==> config.mk <==
export PLATFORM = sky130hd
export DESIGN_NAME = fp_normalize_pack
export DESIGN_NICKNAME = d
export VERILOG_FILES = /design/src/rtl/fp_normalize_pack.sv
export SDC_FILE = /design/constraint.sdc
export NUM_CORES = 1
export LEC_CHECK = 0
export BUFFER_PORTS_ARGS = -buffer_cell sky130_fd_sc_hd__buf_4
export CELL_PAD_IN_SITES_DETAIL_PLACEMENT = 1
export CELL_PAD_IN_SITES_GLOBAL_PLACEMENT = 1
export CORE_UTILIZATION = 43
export CTS_BUF_LIST = sky130_fd_sc_hd__clkbuf_16
export DETAILED_ROUTE_END_ITERATION = 8
export GPL_TIMING_DRIVEN = 1
export PLACE_DENSITY = 0.92
export SETUP_SLACK_MARGIN = 0.3
export SYNTH_ARGS = -nofsm -noshare
export SYNTH_HDL_FRONTEND = slang
export SYNTH_SLANG_ARGS = --single-unit
==> constraint.sdc <==
create_clock -name clk -period 3.5 [get_ports clk]
set_clock_uncertainty 0.05 [all_clocks]
set_input_delay 0.525 -clock clk [delete_from_list [all_inputs] [get_ports clk]]
set_output_delay 0.525 -clock clk [all_outputs]
set_load 0.02 [all_outputs]
==> src/rtl/fp_normalize_pack.sv <==
// Normalize, round and pack a raw mantissa sum into a 1/4/4 float (bias 7).
// FP_ROUND_EN selects round-to-nearest-even; left undefined the fraction is truncated.
module fp_normalize_pack (
  input  logic       clk,
  input  logic       rst,
  input  logic       in_valid,
  output logic       in_ready,
  input  logic       in_sign,
  input  logic [3:0] in_exp,
  input  logic [6:0] in_mant,
  output logic       out_valid,
  input  logic       out_ready,
  output logic       out_sign,
  output logic [3:0] out_exp,
  output logic [3:0] out_fract,
  output logic       out_zero,
  output logic       out_overflow
);

  typedef enum logic [1:0] {IDLE, NORM, DONE} state_t;

  state_t     state, state_nxt;
  logic       sign_r, sign_nxt;
  logic [3:0] exp_r, exp_nxt;
  logic [6:0] mant_r, mant_nxt;
  logic       sticky_r, sticky_nxt;

  logic       res_sign_nxt, res_zero_nxt, res_ovf_nxt;
  logic [3:0] res_exp_nxt, res_fract_nxt;

  logic [6:0] mant_n;
  logic       sticky_n;
  logic [4:0] exp_n;
  logic       round_inc;
  logic [4:0] fract_rnd;
  logic [4:0] exp_fin;

  // Carry renormalization, rounding and round-carry are evaluated every cycle;
  // NORM only commits them once the hidden bit sits in position 5.
  always_comb begin
    mant_n   = mant_r;
    sticky_n = sticky_r;
    exp_n    = {1'b0, exp_r};
    if (mant_r[6]) begin
      mant_n   = {1'b0, mant_r[6:1]};
      sticky_n = sticky_r | mant_r[0];
      exp_n    = exp_n + 5'd1;
    end
`ifdef FP_ROUND_EN
    round_inc = mant_n[0] & (sticky_n | mant_n[1]);
`else
    round_inc = 1'b0;
`endif
    fract_rnd = {1'b0, mant_n[4:1]} + {4'd0, round_inc};
    exp_fin   = exp_n + {4'd0, fract_rnd[4]};
  end

  always_comb begin
    state_nxt     = state;
    sign_nxt      = sign_r;
    exp_nxt       = exp_r;
    mant_nxt      = mant_r;
    sticky_nxt    = sticky_r;
    res_sign_nxt  = out_sign;
    res_exp_nxt   = out_exp;
    res_fract_nxt = out_fract;
    res_zero_nxt  = out_zero;
    res_ovf_nxt   = out_overflow;
    case (state)
      IDLE: begin
        if (in_valid) begin
          sign_nxt   = in_sign;
          exp_nxt    = in_exp;
          mant_nxt   = in_mant;
          sticky_nxt = 1'b0;
          state_nxt  = NORM;
        end
      end
      NORM: begin
        if (mant_r == '0 || exp_r == '0) begin
          res_sign_nxt  = 1'b0;
          res_exp_nxt   = '0;
          res_fract_nxt = '0;
          res_zero_nxt  = 1'b1;
          res_ovf_nxt   = 1'b0;
          state_nxt     = DONE;
        end else if (mant_r[6:5] == 2'b00) begin
          mant_nxt = {mant_r[5:0], 1'b0};
          exp_nxt  = exp_r - 4'd1;
        end else begin
          mant_nxt     = mant_n;
          sticky_nxt   = sticky_n;
          res_sign_nxt = sign_r;
          res_zero_nxt = 1'b0;
          if (exp_fin >= 5'd15) begin
            res_exp_nxt   = 4'd15;
            res_fract_nxt = '0;
            res_ovf_nxt   = 1'b1;
          end else begin
            res_exp_nxt   = exp_fin[3:0];
            res_fract_nxt = fract_rnd[3:0];
            res_ovf_nxt   = 1'b0;
          end
          state_nxt = DONE;
        end
      end
      DONE: begin
        if (out_ready) state_nxt = IDLE;
      end
      default: state_nxt = IDLE;
    endcase
  end

  always_ff @(posedge clk) begin
    if (rst) begin
      state        <= IDLE;
      sign_r       <= 1'b0;
      exp_r        <= '0;
      mant_r       <= '0;
      sticky_r     <= 1'b0;
      in_ready     <= 1'b1;
      out_valid    <= 1'b0;
      out_sign     <= 1'b0;
      out_exp      <= '0;
      out_fract    <= '0;
      out_zero     <= 1'b0;
      out_overflow <= 1'b0;
    end else begin
      state        <= state_nxt;
      sign_r       <= sign_nxt;
      exp_r        <= exp_nxt;
      mant_r       <= mant_nxt;
      sticky_r     <= sticky_nxt;
      in_ready     <= (state_nxt == IDLE);
      out_valid    <= (state_nxt == DONE);
      out_sign     <= res_sign_nxt;
      out_exp      <= res_exp_nxt;
      out_fract    <= res_fract_nxt;
      out_zero     <= res_zero_nxt;
      out_overflow <= res_ovf_nxt;
    end
  end

endmodule

==> impl_results.md <==
* Status: finished clean
* Net Count, Synth at 197
* Synth area leader: dfxtp_1
* Buf/Inv on CP at 0
* Worst Setup EP: out_fract[1]
* H-tree depth at 1
* Largest family of logic cells by synthesized area: simple AND/OR/NAND/NOR gates
* Setup Fix Bufs, Post-CTS at 0
* Fin area at 1760 um2
* CTS Hold Bufs at 0
* DRC Markers at 0
* CP max-delay cell: dfxtp_1
* RSZ-0062 raised after global routing: no
* Die Width at 60.6 um
* Routed wire length at ~4200 um
* CP cell instances: nor2_1 -> nor3_2 -> nand2_1 -> a311o_1 -> o2bb2ai_1
* Die H at 60.6 um
* R2R Path Start: mant_r[6]
* Deepest clock path buffer count at 2
* Post-synth EDFFs at 0
* Reg2Reg Depth at 5
* DRT antenna net count at 0
* IO Port Bufs at 28
* Dpl cell area at roughly 1700 um2
* Worst slew pin tran at about 0.99 ns
* Cell variety after synth at 47
* Simple-gate share of the synthesized area at 24.5%
* Final Hold Fails at 0
* Clk slew on worst S/H paths at around 0.07 ns
* Compound-Gate Fraction of Synth Area at approximately a quarter
* Cell row count at 20
* Initial antenna violation count at 0
* Starting Density at roughly 47%
* Reg-to-Reg End: out_fract[1]
* LEAKAGE at 0.670 nW
* Share of cells above drive strength 1 at between 20% and 30%
* Tot GR Track Use at approximately a quarter
* Worst-skew pair later-pin latency at roughly 0.26 ns
* Most frequent cell after synthesis: dfxtp_1
* Post_cts resized at 0
* Gpl congestion at 0.803
* Fin crit period at 2.48 ns
* Iteration-0 DRC Markers at 41
* Max IR drop VDD at 0.313 mV
* Setup slack, reg-to-reg at 1.02 ns
* Vias in the first global route at 1489
* Clock Sinks at 27
* Synth top cells by count: dfxtp_1 (27), nand2_1 (22), nor2_1 (18)
* WL per Instance at 17.5 um
* CTS tree: yes
* Antenna Cells at 0
* First-pass GRT wire length at 6960 um
* Crit path launch type: register
* Post-synth top area share at 36.6%
* Syn. warnings at 0
* Pwr dens at roughly 500 nW/um2
* I/O pins at 29
* Max incr delay on CP at 0.97 ns
* TNS Setup at 0 ns
* GRT overflow at 0
* Pre-CTS WS at 1.09 ns
* Mapped Cells at 179
* Syn Area/Cell at roughly 8 um2
* Total die area at 3670 um2
* Synth Area in XOR/XNOR at less than 1%
* Setup WS post-layout at ~1 ns
* Post-synth top flop: dfxtp_1
* Max-cap violations at 0
* Router iterations before antenna repair at 4
* Synth top area cells: dfxtp_1 (37%), mux2i_1 (6.8%), nand2_1 (5.6%), a21oi_1 (4.7%), nor2_1 (4.6%)
* Hold Startpoint: out_overflow
* Vias per cell at 5.83
* # setup viols final at 0
* Max transition margin at 33.9%
* Asr flop ratio synth at 0%
* Crit share post-route at 70.8%
* Adder-Cell Fraction of Synth Area at under 10%
* CP arrival at 2.62 ns
* Kind of critical path: reg -> reg
* Worst path top cell family by delay: flip-flops
* Min-Delay Path Class: reg -> reg
* Fill count at 396
* Area growth, synth to finish at 19.0%
* Sequential area share after synthesis at 36.6%
* CTS root buf: clkbuf_16
* Final net count at 217
* Final count of pins violating max slew at 0
* WP depth at 5
* Num CTS Buffers at 3
* Worst Path Required at 3.64 ns
* Largest net degree at the start of global routing at 28
* Crit Path Max Fanout at 27
* Max Clk Rate at slightly above 400 MHz
* Synth Cell Area at 1480 um2
* Synth Register Bits at 27
* Vias at roughly 1400
* Final Total Pwr at 0.881 mW
* Mux contribution to synthesized area at 6.79%
* CP startpoint: mant_r[6]
* Core area at between 3000 and 4000 um2
* Setup crit end kind: register
* Post-Route Utilization at 55.7%
* HPWL Detailed at 2950 um
state kept, by name, indices dropped and copies added (netlist names):
| name | count |
|---|---|
| mant_r | 7 |
| exp_r | 4 |
| out_exp | 4 |
| out_fract | 4 |
| state | 2 |
| in_ready | 1 |
| out_overflow | 1 |
| out_sign | 1 |
| out_valid | 1 |
| out_zero | 1 |
| sign_r | 1 |
tightest hold or removal path, cell delays in order (launching register included):
cell	delay [ns]
dfxtp_1	0.31
nand2_1	0.05
a21oi_1	0.05
cell usage in the layout, fill, tap and decap left out, drive strengths merged, types with 2 or more instances in the layout:
cell and n:
a211oi 5, a21oi 14, a22oi 2, a311oi 2, a31oi 4, buf 28, clkbuf 3, dfxtp 27
ha 2, inv 5, mux2i 10, nand2 22, nand2b 5, nand3 2, nor2 18, nor2b 3
nor3 7, nor3b 2, o21ai 13, o2bb2ai 4, or3 2, or3b 2
layer usage:
layer  GRT usage [%]  vias to the layer above  share of wire [%]  routed length (um)
li1                -                      684                  -                   -
met1            30.3                      681                 43                1840
met2            46.2                       35                 51                2160
met3            5.33                       10                3.5                 146
met4            8.44                        0                2.0                  86
met5               0                        -                  0                   0
per-stage QoR:
stage,std cells,hold WS (ns)
final,242,0.410
after global routing,242,0.436
after CTS,242,0.416
after detailed placement,238,0.408
after global placement,238,0.397
after floorplan,179,0.386
cell type report:
cell class | instances | area, um2 | share of cell area, %
Inverter | 4 | 15.0 | 0.855
Tap cell | 44 | 55.1 | 3.14
Sequential cell | 27 | 541 | 30.8
Clock buffer | 3 | 75.1 | 4.28
Multi-Input combinational cell | 135 | 856 | 48.8
Timing Repair Buffer | 28 | 210 | 12.0
Clock inverter | 1 | 3.75 | 0.214
worst min-delay path by stage:
stage | end | depth (start not counted)
after detailed placement | out_fract[0] | 1
after global placement | out_overflow | 2
after CTS | out_overflow | 2
after floorplan | sign_r | 2
final | out_overflow | 2
after global routing | out_fract[3] | 1
logic make-up after synthesis:
kind of cell / count (synthesis)
AND/OR/NAND/NOR: 70
AO/OA/AOI/OAI: 52
flip-flops: 27
buffers and inverters: 17
multiplexers: 10
adder cells (fa/ha/maj): 2
XOR/XNOR: 1
power by group:
group	switching, mW	total [mW]	internal, mW
clock network	0.105	0.258	0.153
logic	0.134	0.238	0.104
registers	0.0503	0.385	0.335
total	0.290	0.881	0.592
(Power assumes the default switching activity.)
